### config.mk
export PLATFORM = sky130hd
export DESIGN_NAME = kappa_mixer_chain
export DESIGN_NICKNAME = d
export VERILOG_FILES = /design/src/rtl/kappa_pkg.sv /design/src/rtl/kappa_combine.sv /design/src/rtl/kappa_mixer_chain.sv
export SDC_FILE = /design/constraint.sdc
export NUM_CORES = 1
export LEC_CHECK = 0
export ABC_AREA = 1
export ABC_CLOCK_PERIOD_IN_PS = 7900
export BUFFER_PORTS_ARGS = -buffer_cell sky130_fd_sc_hd__buf_2
export CORE_ASPECT_RATIO = 1.5
export CORE_MARGIN = 4
export CORE_UTILIZATION = 50
export CTS_CLUSTER_SIZE = 14
export DETAILED_ROUTE_END_ITERATION = 12
export PLACE_DENSITY_LB_ADDON = 0.3
export SYNTH_ARGS = -nofsm -noshare
export SYNTH_HDL_FRONTEND = slang
export SYNTH_SLANG_ARGS = --single-unit
### constraint.sdc
create_clock -name clk -period 7.9 [get_ports clk]
set_input_delay 1.58 -clock clk [delete_from_list [all_inputs] [get_ports clk]]
set_output_delay 1.58 -clock clk [all_outputs]
set_load 0.02 [all_outputs]
### src/rtl/kappa_pkg.sv
// Shared types and limits for the kappa mixer family.
package kappa_pkg;

  typedef enum logic [1:0] {
    KAPPA_AND  = 2'd0,
    KAPPA_OR   = 2'd1,
    KAPPA_XOR  = 2'd2,
    KAPPA_RSVD = 2'd3
  } kappa_mode_e;

  localparam int unsigned KAPPA_MAX_DEPTH = 16;
  // Wide enough to count up to KAPPA_MAX_DEPTH regardless of CNT_W.
  localparam int unsigned KAPPA_PRIME_W   = $clog2(KAPPA_MAX_DEPTH + 1);

endpackage

### src/rtl/kappa_combine.sv
// Combinational operator between the two oldest chain stages; reserved mode acts as AND.
module kappa_combine
  import kappa_pkg::*;
#(
  parameter int unsigned WIDTH = 32
) (
  input  logic [WIDTH-1:0] a,
  input  logic [WIDTH-1:0] b,
  input  kappa_mode_e      mode,
  output logic [WIDTH-1:0] y
);

  always_comb begin
    y = a & b;
    unique case (mode)
      KAPPA_AND:  y = a & b;
      KAPPA_OR:   y = a | b;
      KAPPA_XOR:  y = a ^ b;
      KAPPA_RSVD: y = a & b;
      default:    y = a & b;
    endcase
  end

endmodule

### src/rtl/kappa_mixer_chain.sv
// DEPTH-stage kappa feedback chain with registered valid/ready output, beat counter and flush.
module kappa_mixer_chain
  import kappa_pkg::*;
#(
  parameter int unsigned WIDTH = 32,
  parameter int unsigned DEPTH = 2,
  parameter int unsigned CNT_W = 16
) (
  input  logic             clk,
  input  logic             rst_n,
  input  logic             in_valid,
  output logic             in_ready,
  input  logic [WIDTH-1:0] z_in,
  input  logic [1:0]       mode,
  input  logic             flush,
  output logic             out_valid,
  input  logic             out_ready,
  output logic [WIDTH-1:0] out_data,
  output logic [CNT_W-1:0] beat_cnt,
  output logic             primed
);

  if (DEPTH < 2 || DEPTH > KAPPA_MAX_DEPTH) begin : g_bad_depth
    $error("kappa_mixer_chain: DEPTH must be in 2..16");
  end

  logic [WIDTH-1:0]         buf_q [DEPTH];
  logic [WIDTH-1:0]         buf_d [DEPTH];
  logic [WIDTH-1:0]         mixed;
  logic [WIDTH-1:0]         out_data_q;
  logic                     out_valid_q;
  logic [CNT_W-1:0]         beat_cnt_q;
  logic                     primed_q;
  logic [KAPPA_PRIME_W-1:0] prime_cnt_q;
  logic                     accept;

  assign in_ready = rst_n && !flush && (!out_valid_q || out_ready);
  assign accept   = in_valid && in_ready;

  kappa_combine #(
    .WIDTH (WIDTH)
  ) u_combine (
    .a    (buf_q[DEPTH-2]),
    .b    (buf_q[DEPTH-1]),
    .mode (kappa_mode_e'(mode)),
    .y    (mixed)
  );

  assign buf_d[0] = z_in + mixed;
  for (genvar i = 1; i < DEPTH; i++) begin : g_stage
    assign buf_d[i] = buf_q[i-1] | z_in;
  end

  always_ff @(posedge clk) begin
    if (!rst_n || flush) begin
      for (int i = 0; i < DEPTH; i++) buf_q[i] <= '0;
    end else if (accept) begin
      for (int i = 0; i < DEPTH; i++) buf_q[i] <= buf_d[i];
    end
  end

  always_ff @(posedge clk) begin
    if (!rst_n || flush) begin
      out_data_q  <= '0;
      out_valid_q <= 1'b0;
    end else if (accept) begin
      out_data_q  <= mixed ^ z_in;
      out_valid_q <= 1'b1;
    end else if (out_ready) begin
      out_valid_q <= 1'b0;
    end
  end

  // primed tracks its own saturating count so a narrow beat_cnt cannot hide it.
  always_ff @(posedge clk) begin
    if (!rst_n || flush) begin
      beat_cnt_q  <= '0;
      prime_cnt_q <= '0;
      primed_q    <= 1'b0;
    end else if (accept) begin
      beat_cnt_q <= beat_cnt_q + CNT_W'(1);
      if (!primed_q) begin
        prime_cnt_q <= prime_cnt_q + KAPPA_PRIME_W'(1);
        if (prime_cnt_q == KAPPA_PRIME_W'(DEPTH - 1)) primed_q <= 1'b1;
      end
    end
  end

  assign out_data  = out_data_q;
  assign out_valid = out_valid_q;
  assign beat_cnt  = beat_cnt_q;
  assign primed    = primed_q;

endmodule

==> results.py <==
metrics = {
    "synth": {
        "synth_area_um2": 8681,
        "synth_top_area_cell": "edfxtp_1",
        "yosys_register_bits": 119,
        "synth_top_family_by_area": "simple AND/OR/NAND/NOR gates",
        "synth_area_leaders": "edfxtp_1 22%, ha_1 16%, nand2_1 13%",
        "synth-compound-area-share": 0.1143,
        "yosysWarnings": 0,
        "yosysSeqAreaShare": 0.3482,
        "synth_edf_count": 64,
        "synth-adder-area-share": 0.1594,
        "netlist_instances": 1201,
        "synth-main-ff-cell": "edfxtp_1",
        "synth.distinct_cells": 36,
        "synth_top_area_share": 0.2214,
        "yosysMostFrequentCell": "nand2_1",
        "synth-simple-area-share": 0.2626,
        "synthTopCellsByCount": "302 x nand2_1, 228 x inv_1, 140 x nor2_1",
        "muxShareOfSynthArea": 0,
        "synth_nets": 1350,
        "synthArstFlopShare": 0,
        "syn_avg_cell_area_um2": 7.228,
        "synth_xor_area_frac": 0.002018,
    },
    "global_route": {
        "grt_pass1_vias": 7964,
        "grt.busiest_layer": "met2",
        "overflow": 0,
        "grt_max_degree": 64,
        "antenna_found_initial": 0,
        "met2_usage": 0.4337,
        "grt_usage": 0.2379,
        "globalRouteMet1Util": 0.2685,
        "grt_pass1_wl_um": 37200,
        "grtUsageMet3": 0.04674,
    },
    "cts": {
        "numCtsBuffers": 17,
        "post-cts-setup-buffers": 0,
        "cts_resized": 0,
        "cts.sinks": 119,
        "ctsHoldBuffers": 0,
        "clockRootBuffer": "clkbuf_16",
        "clock_latency_ns": 0.43,
        "cts-htree-levels": 4,
        "clkTransAtPathRegs_ns": 0.06,
        "clk_path_buf_depth": 2,
        "cts_tree": "done",
    },
    "routing": {
        "wl_per_cell_um": 14.93,
        "drtIter0Drc": 542,
        "vias_per_cell": 5.288,
        "routed_wl_um": 22490,
        "drt-pass1-iter-count": 5,
        "ant_nets": 0,
        "vias": 7963,
        "drc": 0,
    },
    "layout": {
        "fillers": 1612,
        "final_area_um2": 9902,
        "antenna_cells": 0,
        "layout-drive-gt1-share": 0.1065,
        "syn_to_final_growth_pct": 14.07,
        "final_core_util": 0.5856,
        "finalNonFillerCells": 1506,
        "finalNetCount": 1432,
    },
    "worst_hold_path": {
        "hp-class": "reg2reg",
        "min-delay-start": "out_data[13]$_SDFFE_PP0P_",
    },
    "placement": {
        "portBuffers": 89,
        "place_inst": 1474,
        "place_hpwl_um": 16880,
        "placed_area_um2": 9314,
        "routabilityCongestion": 0.9373,
    },
    "floorplanning": {
        "core_area_um2": 16910,
        "die_y_um": 169.4,
        "dieArea_um2": 19580,
        "die_w_um": 115.6,
        "rows": 58,
        "ios": 90,
        "start_util": 0.5134,
    },
    "setup_path": {
        "critPathKind": "in2reg",
        "r2r_start": "buf_q[0][0]$_SDFFCE_PN0P_",
        "arrival_ns": 4.46,
        "crit_required_ns": 8.07,
        "slowest_delay_ns": 0.52,
        "reg2reg_slack_ns": 4.94,
        "cp_cell_sequence": "buf_2 -> inv_1 -> ha_2 -> buf_4 -> a221oi_1 -> a21o_1 -> inv_1 -> ha_1 -> inv_1 -> fa_1 -> inv_1 -> nand3_1 -> nand3_1 -> nand3_1 -> nand3_1 -> nand2_1 -> a21oi_1 -> nor2_1",
        "crit_path_start_kind": "primary input",
        "crit_path_max_fanout": 63,
        "worstSetupStartpoint": "mode[1]",
        "crit_path_top_delay_cell": "buf_4",
        "endpoint_kind": "register",
    },
    "timing": {
        "tightestPinTransition_ns": 0.9719,
        "drv_slew": 0,
        "min_period_ns": 4.284,
        "timing.slew.headroom": 0.3511,
        "finalSetupViolCount": 0,
        "fmax_ghz": 0.2334,
        "finalHoldViolCount": 0,
        "whs_ns": 0.4658,
        "rsz0062_at_grt": "no",
        "period_share": 0.5423,
        "finClkSkew_ns": 0.01151,
        "fin_setup_tns_ns": 0,
    },
    "flow_run": {
        "drv_cap": 0,
    },
    "outcome": {
        "status": "finished, final reports clean",
    },
    "power": {
        "power_density_nw_per_um2": 194.8,
        "leakagePower_nw": 5.324,
        "peakVddDrop_mv": 0.1572,
    },
}
-- layer usage --
metal  share of wire  vias to the layer above
li1                -                     4015
met1            0.40                     3640
met2            0.51                      253
met3           0.057                       55
met4           0.033                        0
met5               0                        -
-- power by group --
group          internal (mW)  switching (mW)  total (mW)
clock                  0.476           0.306       0.782
sequential             0.693          0.0257       0.718
combinational          0.143           0.286       0.428
total                   1.31           0.618        1.93
-- worst paths after layout --
kind,to,cells after the start
min,out_data[13]$_SDFFE_PP0P_,2
max reg2reg,buf_q[0][28]$_SDFFCE_PN0P_,16
max,buf_q[0][28]$_SDFFCE_PN0P_,18
min reg2reg,out_data[13]$_SDFFE_PP0P_,2
-- critical path: cells and delay by family --
kind	cells	cell delay, ns
fa+ha+maj	3	0.73
buf+inv	6	0.92
compound gates	3	0.45
simple gates	6	0.75
-- cell families after synthesis --
group | count (synthesis)
AO/OA/AOI/OAI | 155
XOR/XNOR | 2
adder cells (fa/ha/maj) | 110
buffers and inverters | 261
flip-flops | 119
AND/OR/NAND/NOR | 554
-- layout make-up --
class,count,area (um2),area share
flip-flops and latches,119,3023,0.3053
clock inverters,13,145.1,0.01466
clock buffers,19,442.9,0.04473
multi-input cells,821,4678,0.4725
well taps,210,262.8,0.02654
inverters,229,859.6,0.08681
repair buffers,95,490.5,0.04953
-- flip-flops by register name, indices dropped and copies added (netlist names) --
register / count
beat_cnt: 16
buf_q: 64
out_data: 32
out_valid: 1
prime_cnt_q: 5
primed: 1
-- cells in the final DEF (no fill, tap or decap), types with 2 or more instances in the layout --
master	instances
nand2_1	301
inv_1	228
nor2_1	140
ha_1	108
buf_2	89
nand3_1	78
edfxtp_1	64
a21oi_1	55
dfxtp_1	55
a21o_1	31
a221oi_1	30
o21ai_0	29
clkbuf_16	17
nor3_1	10
and2_1	6
buf_4	6
and3_1	5
clkinv_4	4
nor2_4	3
nor2_2	3
inv_6	3
nand4_1	2
o21a_1	2
o21bai_1	2
nand3b_1	2
bufinv_16	2
clkinv_2	2
-- per-stage QoR --
stage               power (mW)  setup slack [ns]
finish                   1.929             3.616
global route             2.022             3.320
CTS                      1.933             3.619
detailed placement       1.154             3.237
global placement         1.142             3.329
floorplan                1.024             3.784
No activity file was read; power rests on OpenSTA's default activity.
